$ cat src/rtl/led_serializer.sv
// led_serializer: shifts the flasher's parallel LED vector MSB-first into an
// external SIPO shift register chain (74HC595 style). It drives a divided shift
// clock and a storage-latch strobe. A frame is sent only when the vector
// differs from the last frame sent, or once after reset.
//
// Optional feature: define LED_SER_REFRESH_EN to add an idle counter. The
// counter re-sends the current vector every REFRESH_CYCLES idle cycles, which
// repairs external registers that noise has corrupted.
module led_serializer #(
    parameter int MAX_LED        = 16,
    parameter int CLK_DIV        = 4,
    parameter int REFRESH_CYCLES = 65536
) (
    input  logic               clk,
    input  logic               rst_n,
    input  logic [MAX_LED-1:0] led_in,
    output logic               sr_clk,
    output logic               sr_data,
    output logic               sr_latch,
    output logic               busy,
    output logic               frame_done
);

    localparam int DIV_W = (CLK_DIV > 1) ? $clog2(CLK_DIV) : 1;
    localparam int BIT_W = $clog2(MAX_LED);

    localparam logic [DIV_W-1:0] DIV_LAST = DIV_W'(CLK_DIV - 1);
    localparam logic [BIT_W-1:0] BIT_MSB  = BIT_W'(MAX_LED - 1);

    typedef enum logic [1:0] {
        IDLE,
        SHIFT_LO,
        SHIFT_HI,
        LATCH
    } state_t;

    // Reject parameter values the shifter cannot handle, at elaboration time.
    if (MAX_LED < 2 || CLK_DIV < 1 || REFRESH_CYCLES < 2) begin : g_bad_param
        $error("led_serializer: MAX_LED>=2, CLK_DIV>=1, REFRESH_CYCLES>=2 required");
    end

    state_t             state_q;
    logic [MAX_LED-1:0] frame_q;
    logic [MAX_LED-1:0] shadow_q;
    logic               force_q;
    logic [DIV_W-1:0]   div_cnt_q;
    logic [BIT_W-1:0]   bit_cnt_q;
    logic               sr_clk_q;
    logic               sr_data_q;
    logic               sr_latch_q;
    logic               busy_q;
    logic               frame_done_q;

    logic               div_last;
    logic [BIT_W-1:0]   bit_nxt;
    logic               refresh_hit;
    logic               start_req;

    assign div_last = (div_cnt_q == DIV_LAST);
    assign bit_nxt  = bit_cnt_q - BIT_W'(1);

`ifdef LED_SER_REFRESH_EN
    localparam int IDLE_W = (REFRESH_CYCLES > 1) ? $clog2(REFRESH_CYCLES) : 1;

    logic [IDLE_W-1:0] idle_cnt_q;

    assign refresh_hit = (idle_cnt_q == IDLE_W'(REFRESH_CYCLES - 1));

    // Idle counter: counts IDLE cycles and restarts whenever a frame starts.
    always_ff @(posedge clk or negedge rst_n) begin
        if (!rst_n) begin
            idle_cnt_q <= '0;
        end else if (state_q == IDLE) begin
            if (start_req) begin
                idle_cnt_q <= '0;
            end else begin
                idle_cnt_q <= idle_cnt_q + IDLE_W'(1);
            end
        end
    end
`else
    assign refresh_hit = 1'b0;
`endif

    // NOTE: the start condition is a continuous assign, not an always block, so
    // no path can leave it unassigned and infer a latch.
    assign start_req = (led_in != shadow_q) || force_q || refresh_hit;

    assign sr_clk     = sr_clk_q;
    assign sr_data    = sr_data_q;
    assign sr_latch   = sr_latch_q;
    assign busy       = busy_q;
    assign frame_done = frame_done_q;

    // Frame sequencer: IDLE -> (SHIFT_LO -> SHIFT_HI) x MAX_LED -> LATCH -> IDLE.
    // All serial outputs are registered here.
    always_ff @(posedge clk or negedge rst_n) begin
        // NOTE: every register, including the frame and shadow vectors, gets a
        // reset value. A mid-frame reset then leaves no stale data that could
        // suppress the post-reset frame. Sequential state uses <= only.
        if (!rst_n) begin
            state_q      <= IDLE;
            frame_q      <= '0;
            shadow_q     <= '0;
            force_q      <= 1'b1;
            div_cnt_q    <= '0;
            bit_cnt_q    <= BIT_MSB;
            sr_clk_q     <= 1'b0;
            sr_data_q    <= 1'b0;
            sr_latch_q   <= 1'b0;
            busy_q       <= 1'b0;
            frame_done_q <= 1'b0;
        end else begin
            frame_done_q <= 1'b0;
            case (state_q)
                IDLE: begin
                    if (start_req) begin
                        frame_q   <= led_in;
                        force_q   <= 1'b0;
                        div_cnt_q <= '0;
                        sr_clk_q  <= 1'b0;
                        sr_data_q <= led_in[MAX_LED-1];
                        busy_q    <= 1'b1;
                        state_q   <= SHIFT_LO;
                    end
                end
                SHIFT_LO: begin
                    if (div_last) begin
                        div_cnt_q <= '0;
                        sr_clk_q  <= 1'b1;
                        state_q   <= SHIFT_HI;
                    end else begin
                        div_cnt_q <= div_cnt_q + DIV_W'(1);
                    end
                end
                SHIFT_HI: begin
                    if (div_last) begin
                        div_cnt_q <= '0;
                        sr_clk_q  <= 1'b0;
                        if (bit_cnt_q == '0) begin
                            sr_data_q  <= 1'b0;
                            sr_latch_q <= 1'b1;
                            state_q    <= LATCH;
                        end else begin
                            bit_cnt_q <= bit_nxt;
                            sr_data_q <= frame_q[bit_nxt];
                            state_q   <= SHIFT_LO;
                        end
                    end else begin
                        div_cnt_q <= div_cnt_q + DIV_W'(1);
                    end
                end
                LATCH: begin
                    if (div_last) begin
                        div_cnt_q    <= '0;
                        sr_latch_q   <= 1'b0;
                        busy_q       <= 1'b0;
                        shadow_q     <= frame_q;
                        frame_done_q <= 1'b1;
                        bit_cnt_q    <= BIT_MSB;
                        state_q      <= IDLE;
                    end else begin
                        div_cnt_q <= div_cnt_q + DIV_W'(1);
                    end
                end
                default: begin
                    state_q <= IDLE;
                end
            endcase
        end
    end

endmodule
$ cat config.mk
export PLATFORM = sky130hd
export DESIGN_NAME = led_serializer
export DESIGN_NICKNAME = d
export VERILOG_FILES = /design/src/rtl/led_serializer.sv
export SDC_FILE = /design/constraint.sdc
export NUM_CORES = 1
export LEC_CHECK = 0
export CAP_MARGIN = 40
export CORE_MARGIN = 10
export CORE_UTILIZATION = 56
export DETAILED_ROUTE_END_ITERATION = 6
export HOLD_SLACK_MARGIN = 0.05
export PLACE_DENSITY = 0.8
export SETUP_SLACK_MARGIN = 0.1
export SYNTH_ARGS = -nofsm -noshare
export SYNTH_HDL_FRONTEND = slang
export SYNTH_SLANG_ARGS = --single-unit
$ cat constraint.sdc
create_clock -name clk -period 2.5 [get_ports clk]
set_input_delay 0.5 -clock clk [delete_from_list [all_inputs] [get_ports clk]]
set_output_delay 0.5 -clock clk [all_outputs]
set_load 0.02 [all_outputs]
==> summary.md, run 1 <==
| Metric | Value |
|---|---|
| Status | `complete, no violations` |
| Combinational power share | `roughly 45%` |
| Pins Over Slew Limit | `0` |
| Via count | `1536` |
| Final period util | `95.4%` |
| Rows | `23` |
| Hold WC Path Type | `in2async` |
| Synthesized area per cell | `12.1 µm²` |
| CP max stage delay | `around 520 ps` |
| Top cells by area, synth | `dfrtp_1 45%, mux2_2 13%, dfstp_2 5.8%, xnor2_1 5.0%, mux4_2 5.0%` |
| Via density | `5.73` |
| Clk pwr share | `between 10% and 20%` |
| Yosys synthesis warning count | `0` |
| PD cells | `1290 nW/µm²` |
| HPWL Detailed | `3600 µm` |
| Fin crit period | `~2400 ps` |
| DRT iter0 DRCs | `114` |
| Fin. Hold Viols | `0` |
| Commonest cells after routing, fill and taps aside | `41 x dfrtp_1, 27 x mux2_2, 21 x clkdlybuf4s50_1` |
| Setup TNS | `0 ps` |
| Final net count | `approximately 240` |
| Mapped Area | `2270 µm²` |
| Max_cap viols | `0` |
| Initial antenna violation count | `0` |
| Final worst slack | `115 ps` |
| GRT met1 Usage | `13.6%` |
| Seq/Total Area, Yosys | `51.1%` |
| Top Family by Delay on Critical Path | `simple AND/OR/NAND/NOR gates` |
| Port bufs | `22` |
| Max IR drop VDD | `between 0.0006 and 0.0007 V` |
| Int Pwr | `0.00226 W` |
| CTS Hold Bufs | `0` |
| Slew @ Worst Pin | `446 ps` |
| Post-synthesis cell type count | `35` |
| Number of routed nets with antenna violations | `0` |
| CP arrival | `2570 ps` |
| Core ar. | `3970 µm²` |
| R2R depth | `7` |
| Met2 GRT Util | `24.6%` |
| Fin Hold WS | `108 ps` |
| Wirelength per Cell | `17.4 µm` |
| Die Y | `between 80 and 90 µm` |
| Crit path max fanout | `8` |
| Share of the synthesized area in the top cell type | `between 40% and 50%` |
| RSZ-0062 raised after global routing | `true` |
| Top Usage Layer GRT | `met2` |
| Clk_lat worst skew | `~300 ps` |
| Number of buffers created by CTS | `5` |
| Setup Fix Bufs, Post-CTS | `0` |
| Clock transition at path regs | `80 ps` |
| CTS tree | `done` |
| Clock Tree Buf Depth | `2` |
| ANT cells | `0` |
| Starting Density | `57.1%` |
| Sequential Power Share | `39.9%` |
| Global route overflow | `0` |
| Die Wd | `83.6 µm` |
| Sw power | `roughly 0.0012 W` |
| Setup violations, final | `0` |
| Total track usage | `13.7%` |
| PostCTS Resize Cnt | `0` |
| R2r endpoint | `sr_data` |
| Post-Place Cells | `260` |
| Cells after Synth | `187` |
| Gp weighted congestion | `between 0.8 and 0.9` |
| CTS root buf | `clkbuf_8` |
| CP endpoint kind | `register` |
| Post-synth net total | `212` |
| Fraction of layout cells with a size suffix above 1 | `between 20% and 30%` |
| Multi-input gate area | `around 1000 µm²` |
| Setup CP Type | `in2reg` |
| Worst R2R Setup Slack | `220 ps` |
| Crit start category | `input port` |
| H-tree Lvls | `2` |
| Rel. slew slack | `70.0%` |
| Achievable frequency | `419 MHz` |
| Clock skew | `2.57 ps` |
| Worst path cell trace | `clkdlybuf4s50_1 -> xnor2_1 -> nand2_1 -> or4_4 -> or3_1 -> o211a_1 -> o32a_1` |
| Largest net degree at the start of global routing | `30` |
| Vias in the first global route | `1692` |
| # clock sinks | `46` |
| R2R Path Start | `bit_cnt_q[1]` |
| Switching share of power | `34.5%` |
| DIE AREA | `6990 µm²` |
| Grt met3 use | `4.88%` |
| Pre-CTS WS | `-221 ps` |
| Crit-path slowest cell | `or4_4` |
| Final WL | `roughly 4700 µm` |
| Sequential standard cell area | `1160 µm²` |
| Commonest non-fill, non-tap cell in the layout | `dfrtp_1` |
| I/O pin count | `23` |
| First-pass GRT wire length | `approximately 8000 µm` |
| DRT Pass-1 Iters | `4` |
| Cell taking the most area after synthesis | `dfrtp_1` |
| Filler cell count | `281` |
| Crit path buf inv count | `1` |
| P&R area growth vs syn | `18.3%` |
| DRC | `0` |
| #FFs+latches synth | `46` |
| Layout Cells excl Fill | `268` |
| Static leakage | `around 1.2 nW` |
| WP data required | `roughly 2700 ps` |
-- cell type report --
type	count	area share, %
clock buffers	7	2.85
clock inverters	1	1.12
well taps	50	2.33
multi-input cells	121	37.8
repair buffers	31	11.0
flip-flops and latches	46	43.2
inverters	12	1.68
-- state kept, by name, summed over array words and instances, names as in the netlist, 2 cells and up --
register	cells
shadow_q	16
bit_cnt_q	4
div_cnt_q	2
state_q	2
frame_q	16
-- worst max path at each step --
stage	from	slack, ps	end	depth (start not counted)
after global placement	led_in[9]	-140	state_q[0]	7
after CTS	led_in[9]	110	state_q[0]	7
after detailed placement	led_in[9]	-220	state_q[0]	7
after global routing	led_in[9]	40	frame_q[8]	7
after floorplan	bit_cnt_q[0]	240	sr_data	8
final	led_in[9]	110	sr_clk	7
-- Yosys cell counts --
cell and n:
a21o_1 1, or4_4 1, dfstp_2 5, or2b_1 1, nand2_1 9, and2_0 1
o2bb2ai_1 1, buf_2 3, clkbuf_1 2, nor2_1 10, a2bb2oi_1 1, o211a_1 2
inv_1 12, nand3_1 5, and2_1 1, o21a_1 2, o22ai_1 1, dfrtp_1 41
nand4_1 2, o221ai_1 1, buf_6 2, buf_1 1, nor2b_1 1, mux4_2 5
xor2_1 2, o32a_1 2, o21ai_0 11, xnor2_1 13, and2_4 1, or3_1 2
a21oi_1 5, nor3_1 1, a31oi_1 5, ha_1 7, mux2_2 27
-- through the flow --
stage | total power (W) | instance area [µm²] | utilization (%)
4_1_cts | 0.00347 | 2680 | 67.5
5_1_grt | 0.00368 | 2680 | 67.5
2_1_floorplan | 0.00248 | 2270 | -
3_5_place_dp | 0.00292 | 2570 | 64.8
3_3_place_gp | 0.00280 | 2550 | 64.3
6_report | 0.00345 | 2680 | 67.5
-- power groups by stage --
stage,registers [W],logic (W),clock network (W)
2_1_floorplan,0.00133,0.00115,0
3_3_place_gp,0.00134,0.00146,0
3_5_place_dp,0.00139,0.00153,0
4_1_cts,0.00137,0.00154,0.000549
5_1_grt,0.00142,0.00167,0.000582
6_report,0.00138,0.00154,0.000535
-- cells by family (layout without fill, tap and decap cells) --
logic type,Yosys count,count (layout),synth area share (%)
fa+ha+maj,7,7,3.87
compound gates,32,32,9.11
flops,46,46,51.1
simple gates,35,35,7.62
xor+xnor,15,15,5.80
mux,32,32,18.4
buf+inv,20,51,4.14
-- layer usage --
metal / wire [µm] / share of wire [%]
met4: 87 / 1.9
met5: 0 / 0
met3: 276 / 5.9
met1: 1830 / 39
met2: 2470 / 53
(Power assumes the default switching activity.)
==> inputs of run 2 (changes only) <==
--- a/config.mk
+++ b/config.mk
@@ -10,7 +10,7 @@
 export CORE_UTILIZATION = 56
 export DETAILED_ROUTE_END_ITERATION = 6
 export HOLD_SLACK_MARGIN = 0.05
-export PLACE_DENSITY = 0.8
+export PLACE_DENSITY_LB_ADDON = 0.3
 export SETUP_SLACK_MARGIN = 0.1
 export SYNTH_ARGS = -nofsm -noshare
 export SYNTH_HDL_FRONTEND = slang
==> summary.md, run 2 (synthesis results as in run 1) <==
| Metric | Value |
|---|---|
| DRC | `0` |
| Setup CP Type | `in2reg` |
| # clock sinks | `46` |
| Vias in the first global route | `1652` |
| Global route overflow | `0` |
| Starting Density | `57.1%` |
| RSZ-0062 raised after global routing | `false` |
| Crit-path slowest cell | `clkdlybuf4s50_1` |
| CTS tree | `done` |
| Pre-CTS WS | `-220 ps` |
| Wirelength per Cell | `about 18 µm` |
| First-pass GRT wire length | `8090 µm` |
| Worst path cell trace | `clkdlybuf4s50_1 -> xnor2_1 -> nand3_1 -> or3_1 -> or3_4 -> buf_4 -> o21ai_0 -> o21a_1` |
| PD cells | `roughly 1300 nW/µm²` |
| Slew @ Worst Pin | `around 420 ps` |
| CP endpoint kind | `register` |
| Crit start category | `input port` |
| ANT cells | `0` |
| I/O pin count | `23` |
| Final worst slack | `around 170 ps` |
| Via count | `around 1500` |
| Number of routed nets with antenna violations | `0` |
| Max IR drop VDD | `0.000680 V` |
| Initial antenna violation count | `0` |
| P&R area growth vs syn | `19.7%` |
| Final period util | `between 90% and 100%` |
| WP data required | `approximately 2700 ps` |
| Clock skew | `12.6 ps` |
| Final net count | `245` |
| H-tree Lvls | `2` |
| Pwr Total | `0.00342 W` |
| Final WL | `4830 µm` |
| Hold WC Path Type | `in2async` |
| Core ar. | `3970 µm²` |
| CTS Hold Bufs | `0` |
| Max_cap viols | `0` |
| CP arrival | `2570 ps` |
| Setup violations, final | `0` |
| Biggest regs | `frame_q: 16 flops, shadow_q: 16 flops, bit_cnt_q: 4 flops` |
| HPWL Detailed | `between 3000 and 4000 µm` |
| Port bufs | `22` |
| CTS root buf | `clkbuf_8` |
| Crit path max fanout | `6` |
| Number of buffers created by CTS | `5` |
| Die Y | `83.6 µm` |
| Static leakage | `roughly 1.2 nW` |
| Filler cell count | `294` |
| CP max stage delay | `520 ps` |
| Gp weighted congestion | `0.865` |
| Fraction of layout cells with a size suffix above 1 | `~28%` |
| DRT Pass-1 Iters | `4` |
| Rel. slew slack | `between 70% and 80%` |
| Total track usage | `14.3%` |
| Finished Cell Area | `~2700 µm²` |
| Clk_lat worst skew | `300 ps` |
| Largest net degree at the start of global routing | `29` |
| Commonest non-fill, non-tap cell in the layout | `dfrtp_1` |
| Achievable frequency | `429 MHz` |
| Clock transition at path regs | `90 ps` |
| Pins Over Slew Limit | `0` |
| Fin crit period | `2330 ps` |
| DIE AREA | `around 7000 µm²` |
| Commonest cells after routing, fill and taps aside | `41 x dfrtp_1, 27 x mux2_2, 21 x clkdlybuf4s50_1` |
| Die Wd | `83.6 µm` |
| Setup TNS | `0 ps` |
| Via density | `5.61` |
| Status | `complete, no violations` |
| DRT iter0 DRCs | `about 100` |
| Rows | `23` |
| Fin. Hold Viols | `0` |
| Clock Tree Buf Depth | `2` |
| DP Area | `2590 µm²` |
run 2: repair_timing:
item / 4_1_cts / 5_1_grt
setup endpoints to repair: 2 / 15
pin swaps: 0 / 1
setup buffers: 0 / 1
gates resized for setup: 1 / 3
run 2: metal layers:
| metal | global-route usage [%] | part of all wire (%) |
|---|---|---|
| met5 | 0 | 0 |
| met4 | 4.26 | 1.4 |
| met3 | 4.00 | 3.7 |
| met2 | 26.2 | 55 |
| met1 | 15.5 | 40 |
run 2: layout make-up:
type	instances	area (µm²)	area share, %
clock buffer	8	90.1	3.32
inverter	12	45.0	1.66
multi-input combinational	121	1040	38.3
sequential	46	1160	42.7
tap	50	62.6	2.31
timing repair buffer	34	318	11.7
run 2: path summary, 6_finish.rpt:
path | cells past startpoint | from | endpoint | slack (ps)
max | 8 | led_in[14] | div_cnt_q[0] | 170
min | 1 | rst_n | sr_clk | 120
max reg2reg | 7 | bit_cnt_q[1] | sr_data | 260
min reg2reg | 1 | force_q | force_q | 500
max in group asynchronous | 2 | rst_n | force_q | 1820
min in group clk | 1 | force_q | force_q | 500
run 2: critical path: cells and delay by family:
kind / cells / cell delay (ps)
and+or+nand+nor: 3 / 990
buffers and inverters: 2 / 680
xor gates and xnor gates: 1 / 140
AOI/OAI and AO/OA: 2 / 260
run 2: metrics by stage:
step,utilization [%],std cells,hold WS (ps)
floorplan,-,187,204
global placement,64.7,261,485
detailed placement,65.2,262,462
CTS,67.6,270,133
global route,68.3,271,154
finish,68.3,271,123
run 2: power breakdown:
group	switching [W]	internal, W	leakage [nW]
Sequential	0.000270	0.00111	0.545
Clock	0.000236	0.000226	0.0455
Combinational	0.000699	0.000874	0.578
Total	0.00121	0.00221	1.17
==> edit 1 (config.mk and constraints of run 2) <==
Register the output `frame_done` once more; this adds one clock of latency there. The other outputs are not delayed to match.
--- a/src/rtl/led_serializer.sv
+++ b/src/rtl/led_serializer.sv
@@ -92,3 +92,5 @@
     assign busy       = busy_q;
-    assign frame_done = frame_done_q;
+    always_ff @(posedge clk) begin
+        frame_done <= frame_done_q;
+    end
 
Check against the original RTL: no difference found for any inputs over 10 cycles, from zero or initial values and one cycle with rst_n low; that may be too few to reach the edited logic, so the function may still have changed.
==> edit 1 against run 2 <==
Cell area is 1.4% higher; synthesized area is 2.2% higher; power is 6.4% lower; hold slack better by 0.056 ns; first-iteration DRC count is 54% lower; setup slack better by 0.015 ns; die area is 1.6% higher; sequential cell count is 1 higher; register-to-register slack better by 0.11 ns; wire length is 4.2% lower; critical endpoint is now frame_q[13].
==> edit 1: results (changes against run 2) <==
H-tree levels 2 (unchanged); DRT Pass-1 Iters 4 (unchanged); worst skew pair latency 0.30 ns (about the same); Max FO, Critical Path 9 (+3); layout cells sized above 1 32.5% (+4.9 points); Top FF cell, synth dfrtp_1; vias in the first global route 1623 (-1.8%); Clock Pin Slew Worst Setup and Hold Paths 0.08 ns; register area share after synthesis 50.9% (-0.21 points); DP HPWL 3.55 mm (-6.1%); dpl ws -0.112 ns (+0.109 ns); Via-to-Cell Ratio 5.55 (-1.1%); root buffer cell clkbuf_8; Layout Skew 0.00486 ns (-0.00770 ns); Max clock buf depth 2 (unchanged); # nets final 232 (-5.3%); first-pass GRT wire length 7.83 mm (-3.2%); placed insts 254 (-3.1%); count of input and output buffers 22 (unchanged); Filler cells 294 (unchanged); largest net degree at the start of global routing 25 (-14%); initial antenna violation count 0 (unchanged); top cells by count, synth dfrtp_1 (41), mux2_2 (22), xnor2_1 (16), nor2_1 (11), mux2_4 (10); YS warnings 0 (unchanged); Post-CTS Hold Fix Bufs 0 (unchanged); Mapped Nets 196 (-7.5%); status complete, no violations; total routing usage reported by global routing 13.5% (-0.77 points); post-synthesis cell type count 40 (+14%); Crit path arrival time 2.50 ns (-0.07 ns); WL per Instance 17.7 um (-0.87%); Avg Cell Area, Syn 13.2 sq um (+9.2%); top flop regs frame_q x16, shadow_q x16, bit_cnt_q x4; Final setup viols 0 (unchanged); First DRT Iteration DRCs 48 (-54%); cts bufs inserted 5 (unchanged); total wire length 4.63 mm (-4.2%); count of cells resized by post-cts repair 0 (-1); Synth async-reset ratio 97.9% (-2.1 points); Synth area leaders dfrtp_1 (44%), mux2_2 (11%), mux2_4 (6.5%); VDD IR-drop max 0.640 mV (-5.9%); Hold Crit Class input port to asynchronous set/reset pin; leakage 1.18 nW (+1.4%); gp weighted congestion 0.833 (-3.8%); Rel. slew slack 57.9% (-14 points); n_diodes 0 (unchanged); post-CTS setup buffer count 0 (unchanged)
edit 1: changes by cell type after synthesis, moves of 3 or more:
cell            run 2  this run
ha_1                7         3
o21ai_0            11         4
a31oi_1             5         1
nand2_1             9         5
o22a_1              0         4
mux2_4              0        10
nand3_1             5         2
xnor2_1            13        16
inv_1              12         7
mux2_2             27        22
edit 1: worst max-delay path, cell delays in order:
cell and delay [ns]:
clkdlybuf4s50_1 0.53, xnor2_1 0.16, nand4_1 0.18, nor4_4 0.38, a21oi_2 0.24, buf_6 0.21
mux2_4 0.30
edit 1: cells by family (layout without fill, tap and decap cells):
group                    Yosys count  count (layout)  share of synthesized area [%]
AO/OA/AOI/OAI                     24              24                           7.46
adder cells (fa/ha/maj)            3               3                           1.62
buffers and inverters             14              51                           3.35
XOR/XNOR                          18              18                           7.14
AND/OR/NAND/NOR                   31              31                           7.62
flip-flops                        47              47                           50.9
multiplexers                      38              38                           21.9
edit 1: path summary, 6_finish.rpt:
check,startpoint,to,slack [ns],cells after the start
max,led_in[15],frame_q[13],0.18,7
max reg2reg,bit_cnt_q[1],sr_data,0.37,6
max in group asynchronous,rst_n,force_q,2.03,2
min,rst_n,frame_q[5],0.18,2
min in group clk,frame_done_q,frame_done,0.35,0
min reg2reg,frame_done_q,frame_done,0.35,0
edit 1: final cells by class:
type                            count  area, sq um  area share, %
Sequential cell                    47         1180           42.8
Multi-Input combinational cell    114         1060           38.5
Inverter                            7         26.3          0.955
Tap cell                           50         62.6           2.27
Clock buffer                        8          100           3.64
Timing Repair Buffer               36          324           11.8
edit 1: routing by layer:
metal / global-route usage, % / vias to the layer above / part of all wire (%)
met4: 6.39 / 0 / 2.0
li1: - / 693 / -
met3: 3.57 / 10 / 3.4
met2: 23.5 / 28 / 52
met1: 15.0 / 722 / 42
met5: 0 / - / 0
edit 1: where the power goes:
group	switching, mW	internal [mW]	leakage (nW)
sequential	0.267	1.12	0.540
combinational	0.542	0.784	0.593
clock	0.237	0.252	0.0515
total	1.05	2.15	1.18
edit 1: metrics by stage:
step	cell area (sq um)	utilization (%)
final	2750	68.8
after global placement	2640	66.0
after CTS	2750	68.8
after floorplan	2310	-
after global routing	2750	68.8
after detailed placement	2650	66.2
==> edit 2 (config.mk and constraints of run 2) <==
Without the edit above. Set the parameter `MAX_LED` to 32 (it was 16).
--- a/src/rtl/led_serializer.sv
+++ b/src/rtl/led_serializer.sv
@@ -9,3 +9,3 @@
 module led_serializer #(
-    parameter int MAX_LED        = 16,
+    parameter int MAX_LED        = 32,
     parameter int CLK_DIV        = 4,
Interface: changed (resized led_in); port bits go from 23 to 39. The function was not compared with the original's and may differ.
==> edit 2 against run 2 <==
Synthesized area up 73%; sequential cell count grew 33; setup slack got worse by 0.12 ns; power is 15% higher; wire length increased by 83%; sequential power grew 44%; cell area rose by 76%; sequential share of layout area fell by 1.2 points; critical path type is now flip-flop to flip-flop.
==> edit 2: results (changes against run 2) <==
status complete, no violations; leakage 1.96 nW (+67%); worst skew pair latency 0.36 ns (+0.06 ns); Vias 2695 (+77%); M1 GR Usage 20.6% (+5.1 points); register area 1980 sq um (+71%); multi-input gate count 202 (+67%); layout cells sized above 1 28.2% (+0.62 points); dpl ws -0.157 ns (+0.0631 ns); H-tree levels 3 (+1); Max FO, Critical Path 5 (-1); n_taps 96 (+92%); First DRT Iteration DRCs 132 (+27%); met3 WL 380 um (+110%); Slowest-stage cell, CP dfstp_2; GR Layer Usage met2 26.7% (+0.46 points); multi-input gate share of total cell area 38.6% (+0.33 points); combinational group share of total power 24.8% (-21 points); DP Area 4530 sq um (+75%); top cells by count, synth dfrtp_1 (73), mux2_2 (40), xnor2_1 (28), mux2_1 (21), inv_1 (17); Hold WS 0.127 ns (+0.00347 ns); design area 4780 sq um (+76%); VDD IR-drop max 0.526 mV (-23%); Layout Skew 0.00664 ns (-0.00591 ns); PwrDens 821 nW/um^2 (-35%); Worst path max stage delay 0.56 ns (+0.04 ns); largest net degree at the start of global routing 46 (+59%); Non-clock buffers, area share 11.9% (+0.15 points); gp weighted congestion 0.874 (+1.0%); Mapped Nets 352 (+66%); nonclk inv count 17 (+5); Sequential Power Share 50.6% (+10 points); first-pass GRT wire length 14.3 mm (+77%); post-synthesis cell type count 46 (+31%); count of cells resized by post-cts repair 3 (+2); top flop regs frame_q x32, shadow_q x32, bit_cnt_q x5; # nets final 408 (+67%); vias in the first global route 2782 (+68%); Cell Int Power 2.74 mW (+24%); Crit path arrival time 2.68 ns (+0.11 ns); DP HPWL 6.54 mm (+73%); Avg Cell Area, Syn 12.6 sq um (+3.6%); placed insts 451 (+72%); WL met2 4.47 mm (+69%); register area share after synthesis 50.7% (-0.41 points); final-layout clock-cell area share 4.11% (+0.78 points); Filler cells 485 (+65%); FF+latch count 79 (+72%); WL per Instance 18.9 um (+6.1%)
-- edit 2: changes by cell type after synthesis, sizes merged, moves of 5 or more --
cell    delta
dfrtp     +32
nand2      +5
clkbuf     +5
mux2      +34
a21oi      +5
nand4      +6
xnor2     +15
inv        +5
-- edit 2: how the worst max path moves through the flow --
| stage | from | to | slack (ns) | cells past startpoint |
|---|---|---|---|---|
| after global routing | bit_cnt_q[0] | sr_data | -0.04 | 9 |
| after global placement | led_in[27] | frame_q[5] | -0.10 | 7 |
| after floorplan | bit_cnt_q[0] | sr_data | 0.07 | 9 |
| final | bit_cnt_q[0] | sr_data | 0.05 | 10 |
| after detailed placement | led_in[26] | frame_q[9] | -0.16 | 7 |
| after CTS | bit_cnt_q[0] | sr_data | 0.06 | 9 |
-- edit 2: cell families after synthesis --
logic type | share of synthesized area [%]
AO/OA/AOI/OAI | 7.92
flip-flops | 50.7
adder cells (fa/ha/maj) | 1.92
XOR/XNOR | 7.41
AND/OR/NAND/NOR | 7.12
multiplexers | 21.5
buffers and inverters | 3.42
